===== src/rtl/instruction_fetch_queue_pkg.sv =====
// instruction_fetch_queue_pkg: shared widths, PC step, reset default and queue entry type
package instruction_fetch_queue_pkg;
    localparam int INSTR_W = 32;
    localparam int PC_W = 32;
    localparam logic [PC_W-1:0] PC_INCR = 32'd4;
    localparam logic [PC_W-1:0] RESET_PC_DEFAULT = 32'h0;
    typedef struct packed {
        logic [PC_W-1:0] pc;
        logic [INSTR_W-1:0] instr;
    } fetchEntry_t;
endpackage


===== src/rtl/instruction_fetch_queue_if.sv =====
// instruction_fetch_queue_if: instruction-memory request/response and decode-side handshake
interface instruction_fetch_queue_if;
    import instruction_fetch_queue_pkg::*;
    logic imemReqValid;
    logic imemReqReady;
    logic [PC_W-1:0] imemReqAddr;
    logic imemRespValid;
    logic [INSTR_W-1:0] imemRespData;
    logic instrValid;
    logic instrReady;
    logic [INSTR_W-1:0] instrData;
    logic [PC_W-1:0] instrPC;
    modport master (
        output imemReqValid, imemReqAddr, instrValid, instrData, instrPC,
        input imemReqReady, imemRespValid, imemRespData, instrReady
    );
    modport slave (
        input imemReqValid, imemReqAddr, instrValid, instrData, instrPC,
        output imemReqReady, imemRespValid, imemRespData, instrReady
    );
endinterface


===== src/rtl/instruction_fetch_queue_fetch_fifo.sv =====
// fetch_fifo: synchronous {pc, instr} FIFO; clear wins over push and pop
module fetch_fifo
    import instruction_fetch_queue_pkg::*;
#(
    parameter int DEPTH = 4
) (
    input  logic clock,
    input  logic resetN,
    input  logic push,
    input  logic pop,
    input  logic clear,
    input  fetchEntry_t din,
    output logic [$clog2(DEPTH):0] count,
    output fetchEntry_t head,
    output logic empty
);
    localparam int AW = $clog2(DEPTH);
    localparam int CW = AW + 1;
    fetchEntry_t mem [DEPTH];
    logic [AW-1:0] wrPtr, rdPtr;
    logic doPush, doPop;
    assign empty = (count == '0);
    assign doPush = push & (count != CW'(DEPTH));
    assign doPop = pop & !empty;
    // Head is forced to zero when empty so reset shows clean data
    assign head = empty ? '0 : mem[rdPtr];
    always_ff @(posedge clock) begin
        if (!resetN || clear) begin
            wrPtr <= '0;
            rdPtr <= '0;
            count <= '0;
        end else begin
            if (doPush) wrPtr <= wrPtr + AW'(1);
            if (doPop) rdPtr <= rdPtr + AW'(1);
            count <= count + CW'(doPush) - CW'(doPop);
        end
    end
    always_ff @(posedge clock) begin
        if (doPush) mem[wrPtr] <= din;
    end
endmodule


===== src/rtl/instruction_fetch_queue.sv =====
// instruction_fetch_queue: decoupled fetch with credit-limited in-order reads, PC-tagged queue
// and redirect that flushes the queue and drops in-flight responses
module instruction_fetch_queue
    import instruction_fetch_queue_pkg::*;
#(
    parameter int DEPTH = 4,
    parameter logic [PC_W-1:0] RESET_PC = RESET_PC_DEFAULT
) (
    input logic clock,
    input logic resetN,
    input logic redirect,
    input logic [PC_W-1:0] redirectTarget,
    instruction_fetch_queue_if.master bus
);
    localparam int CW = $clog2(DEPTH) + 1;
    localparam logic [CW:0] CREDITS = (CW+1)'(DEPTH);
    logic [PC_W-1:0] fetchAddr, respPC;
    logic [CW-1:0] count, outstanding, dropCount;
    logic run, reqFire, respLive, drop, push, pop, empty;
    fetchEntry_t din, head;
    // Doomed in-flight reads still hold credit, so the queue can never overflow
    assign bus.imemReqValid = run & !redirect & ({1'b0, count} + {1'b0, outstanding} < CREDITS);
    assign bus.imemReqAddr = fetchAddr;
    assign reqFire = bus.imemReqValid & bus.imemReqReady;
    assign respLive = bus.imemRespValid & (outstanding != '0);
    assign drop = respLive & (dropCount != '0);
    assign push = respLive & !drop;
    assign pop = bus.instrValid & bus.instrReady;
    assign din = '{pc: respPC, instr: bus.imemRespData};
    assign bus.instrValid = !empty;
    assign bus.instrPC = head.pc;
    assign bus.instrData = head.instr;
    fetch_fifo #(.DEPTH(DEPTH)) fifo (
        .clock(clock),
        .resetN(resetN),
        .push(push),
        .pop(pop),
        .clear(redirect),
        .din(din),
        .count(count),
        .head(head),
        .empty(empty)
    );
    always_ff @(posedge clock) begin
        if (!resetN) begin
            fetchAddr <= RESET_PC;
            respPC <= RESET_PC;
            outstanding <= '0;
            dropCount <= '0;
            run <= 1'b0;
        end else begin
            run <= 1'b1;
            outstanding <= outstanding + CW'(reqFire) - CW'(respLive);
            fetchAddr <= redirect ? redirectTarget : reqFire ? fetchAddr + PC_INCR : fetchAddr;
            respPC <= redirect ? redirectTarget : push ? respPC + PC_INCR : respPC;
            // A response arriving with the redirect is itself doomed
            dropCount <= redirect ? outstanding - CW'(respLive) : dropCount - CW'(drop);
        end
    end
endmodule


===== src/flat_wrapper.sv =====
// flat-port wrapper written by rule: the top's interface ports become plain ports
module instruction_fetch_queue_flat import instruction_fetch_queue_pkg::*;
#(
    parameter int DEPTH = 4,
    parameter logic [PC_W-1:0] RESET_PC = RESET_PC_DEFAULT
)
  (clock, resetN, redirect, redirectTarget, bus_imemReqValid, bus_imemReqAddr, bus_instrValid, bus_instrData, bus_instrPC, bus_imemReqReady, bus_imemRespValid, bus_imemRespData, bus_instrReady);
  instruction_fetch_queue_if bus_i ();
  input logic clock;
  input logic resetN;
  input logic redirect;
  input logic [PC_W-1:0] redirectTarget;
  output wire logic [$bits(bus_i.imemReqValid)-1:0] bus_imemReqValid;
  output wire logic [$bits(bus_i.imemReqAddr)-1:0] bus_imemReqAddr;
  output wire logic [$bits(bus_i.instrValid)-1:0] bus_instrValid;
  output wire logic [$bits(bus_i.instrData)-1:0] bus_instrData;
  output wire logic [$bits(bus_i.instrPC)-1:0] bus_instrPC;
  input wire logic [$bits(bus_i.imemReqReady)-1:0] bus_imemReqReady;
  input wire logic [$bits(bus_i.imemRespValid)-1:0] bus_imemRespValid;
  input wire logic [$bits(bus_i.imemRespData)-1:0] bus_imemRespData;
  input wire logic [$bits(bus_i.instrReady)-1:0] bus_instrReady;
  assign bus_imemReqValid = bus_i.imemReqValid;
  assign bus_imemReqAddr = bus_i.imemReqAddr;
  assign bus_instrValid = bus_i.instrValid;
  assign bus_instrData = bus_i.instrData;
  assign bus_instrPC = bus_i.instrPC;
  assign bus_i.imemReqReady = bus_imemReqReady;
  assign bus_i.imemRespValid = bus_imemRespValid;
  assign bus_i.imemRespData = bus_imemRespData;
  assign bus_i.instrReady = bus_instrReady;
  instruction_fetch_queue #(.DEPTH(DEPTH), .RESET_PC(RESET_PC)) u_core (.clock(clock), .resetN(resetN), .redirect(redirect), .redirectTarget(redirectTarget), .bus(bus_i));
endmodule

===== config.mk =====
export PLATFORM = sky130hd
export DESIGN_NAME = instruction_fetch_queue_flat
export DESIGN_NICKNAME = d
export VERILOG_FILES = /design/src/rtl/instruction_fetch_queue_pkg.sv /design/src/rtl/instruction_fetch_queue_if.sv /design/src/rtl/instruction_fetch_queue_fetch_fifo.sv /design/src/rtl/instruction_fetch_queue.sv /design/src/flat_wrapper.sv
export SDC_FILE = /design/constraint.sdc
export NUM_CORES = 1
export LEC_CHECK = 0
export ABC_AREA = 1
export CAP_MARGIN = 20
export CORE_MARGIN = 2
export CORE_UTILIZATION = 55
export CTS_CLUSTER_DIAMETER = 200
export DETAILED_ROUTE_END_ITERATION = 7
export GPL_TIMING_DRIVEN = 1
export PLACE_DENSITY = 0.83
export SETUP_SLACK_MARGIN = 0.3
export SLEW_MARGIN = 20
export SYNTH_ARGS = -nofsm -noshare
export SYNTH_HDL_FRONTEND = slang
export SYNTH_SLANG_ARGS = --single-unit

===== constraint.sdc =====
create_clock -name clock -period 5.52 [get_ports clock]
set_input_delay 1.104 -clock clock [delete_from_list [all_inputs] [get_ports clock]]
set_output_delay 1.104 -clock clock [all_outputs]
set_load 0.03 [all_outputs]

==> summary.md <==
| Metric | Value |
|---|---|
| Run status | `complete, no violations` |
| Antenna Nets Post-Route | `0` |
| Synthesis-stage register bit count | `336` |
| Post_cts resized | `0` |
| Row count | `60` |
| Pleak | `6.485 nW` |
| Sequential share of the synthesized area | `61.92%` |
| Remaining global-route overflow | `0` |
| Max-slew headroom | `36.36%` |
| Max cap viols | `0` |
| Core Box Area | `26,880 sq um` |
| Req. time, crit path | `4420 ps` |
| Final setup viols | `0` |
| Syn Area/Cell | `9.580 sq um` |
| Final-report max-slew violation count | `0` |
| Post-CTS Setup Bufs | `0` |
| DR WL/cell | `17.89 um` |
| Post-synthesis cell type count | `41` |
| CTS Sinks | `336` |
| Crit path cell chain | `inv_2 -> buf_12 -> o21ai_0 -> a21oi_1 -> clkdlybuf4s50_1` |
| Design Area, Final | `18,110 sq um` |
| Root Driver | `clkbuf_16` |
| Final WS setup | `1026 ps` |
| PwrDens | `398.4 nW/um^2` |
| CTS buffer count | `34` |
| Share of layout cells above drive strength 1 | `6.736%` |
| Worst hold path class | `flop to flop` |
| Starting DRT DRC Count | `1,262` |
| Placed Instance Area | `16,940 sq um` |
| Clock Skew | `11.70 ps` |
| GR Util All Layers | `25.78%` |
| Crit path kind | `flop to output pin` |
| Detailed Place HPWL | `22,830 um` |
| Hold buffers post-CTS | `0` |
| Pre-CTS WS | `1545 ps` |
| Mapped cell area | `15,000 sq um` |
| Worst-margin pin slew | `951.6 ps` |
| Max VDD drop | `0.2018 mV` |
| Worst-case clock buffer depth | `3` |
| Slowest stage delay, CP | `860 ps` |
| Die H | `169.2 um` |
| Setup crit start kind | `flop` |
| Warnings from Yosys | `0` |
| Final Power | `7.213 mW` |
| Final hold vios | `0` |
| Die Footprint | `28,610 sq um` |
| CP max FO | `78` |
| Final Wtd Congestion | `0.9907` |
| Worst EP arrival | `3390 ps` |
| Tcrit/Tclk final | `81.41%` |
| CTS clock-pin slew for the worst setup and hold paths | `60 ps` |
| Die Wd | `169.2 um` |
| Tmin final | `4494 ps` |
| Initial antenna violation count | `0` |
| Area Overhead vs Synth | `20.69%` |
| Syn nets | `1,654` |
| Fmax | `0.2225 GHz` |
| Crit-path slowest cell | `dfxtp_4` |
| First drt pass iteration count | `7` |
| Vias in the first global route | `11,430` |
| CP endpoint kind | `output pin` |
| CTS tree | `built` |
| Final TNS setup | `0 ps` |
| PortBufs | `167` |
| Fin Hold WS | `466.4 ps` |
| Final #Nets | `1,799` |
| Pin count of the biggest net entering global routing | `79` |
| DR vias | `11,915` |
| Via/cell ratio | `5.734` |
| First-pass GRT wire length | `58,270 um` |
| Top Ports | `168` |
| RSZ-0062 raised after global routing | `no` |
| Clk_lat worst skew | `520 ps` |
| Routed wire length | `37,170 um` |
| Starting density of the core | `55.82%` |
| Number of diodes | `0` |
| # DRC | `0` |
| Mapped Cells | `1,566` |
| H-Tree Depth | `2` |
==> cells in the mapped netlist, drive strengths merged <==
master / number / area share, %
and2: 2 / 0.083
nand3b: 11 / 0.55
nand3: 58 / 2.0
nor2b: 1 / 0.042
ha: 16 / 1.3
nand4: 8 / 0.33
a21oi: 117 / 4.0
buf: 33 / 1.1
edfxtp: 256 / 51
o21ai: 177 / 5.9
a31oi: 9 / 0.38
inv: 94 / 2.4
clkinv: 1 / 0.025
xnor2: 8 / 0.57
nor3: 5 / 0.23
dfxtp: 80 / 11
o211ai: 3 / 0.15
or2: 3 / 0.13
clkbuf: 38 / 1.1
fa: 2 / 0.27
nand2: 256 / 6.8
o21bai: 4 / 0.20
xor2: 11 / 0.64
nor2: 369 / 9.8
o22ai: 4 / 0.17
==> metrics by stage <==
stage | utilization [%] | std cells
2_1_floorplan | - | 1566
3_3_place_gp | 63.04 | 2016
3_5_place_dp | 63.04 | 2016
5_1_grt | 67.37 | 2078
4_1_cts | 67.37 | 2078
6_report | 67.37 | 2078
==> where the power goes <==
group | switching (mW) | internal (mW)
Combinational | 1.07 | 0.556
Sequential | 0.176 | 3.04
Clock | 0.963 | 1.41
==> layout by cell type (no fill, tap or decap), types with 3 or more instances in the layout <==
cell	count
nor2_1	350
edfxtp_1	256
nand2_1	244
clkdlybuf4s50_1	167
o21ai_0	164
a21oi_1	115
inv_1	85
dfxtp_1	78
nand3_1	57
clkbuf_16	35
ha_1	16
o21ai_1	13
xor2_1	11
nand3b_1	11
buf_4	10
inv_2	9
nor2_4	9
nand2_2	9
a31oi_1	9
nor2_2	8
nand4_1	8
clkinv_1	7
xnor2_1	6
bufinv_16	5
clkinv_2	5
o22ai_1	4
o21bai_1	4
clkbuf_1	4
o211ai_1	3
nor3_2	3
buf_12	3
==> cells by family after synthesis <==
family	count (synthesis)	synth area share [%]
buffers and inverters	166	4.587
XOR/XNOR	19	1.209
adder cells (fa/ha/maj)	18	1.601
AND/OR/NAND/NOR	713	19.93
flip-flops	336	61.92
AO/OA/AOI/OAI	314	10.75
==> final cells by class <==
type                       instances  area (sq um)
clock buffer                      39         890.9
clock inverter                    23         271.5
fill                            1918          8770
inverter                          95         356.6
multi-input combinational       1064          5060
sequential                       336          9294
tap                              341         426.7
timing repair buffer             180          1807
==> registers in the layout, summed over array words and instances (netlist names), named ones only <==
signal and cells:
u_core.fifo.mem 256, u_core.fifo.count 3, u_core.run 1, u_core.respPC 32, u_core.fifo.rdPtr 2, u_core.fifo.wrPtr 2, u_core.outstanding 3, u_core.dropCount 3
u_core.bus.imemReqAddr 32
==> final timing paths <==
kind                              from                         to  slack (ps)  depth (start not counted)
min reg2reg  u_core.bus.imemReqAddr[1]  u_core.bus.imemReqAddr[1]         470                          2
min          u_core.bus.imemReqAddr[1]  u_core.bus.imemReqAddr[1]         470                          2
max reg2reg       u_core.fifo.count[1]       u_core.fifo.count[2]        2520                         13
max                               flop           bus_instrData[1]        1030                          5
==> per-layer routing <==
metal	GRT usage, %	part of all wire [%]
met2	42.93	48
met1	34.46	40
met5	0	0
met4	9.179	2.8
met3	4.268	9.1
==> worst max-delay path, delay by kind of cell (launching register included) <==
kind | cells | cell delay (ps)
buffers and inverters | 3 | 1610
DFF | 1 | 860
AOI/OAI and AO/OA | 2 | 330
No activity file was read; power rests on OpenSTA's default activity.
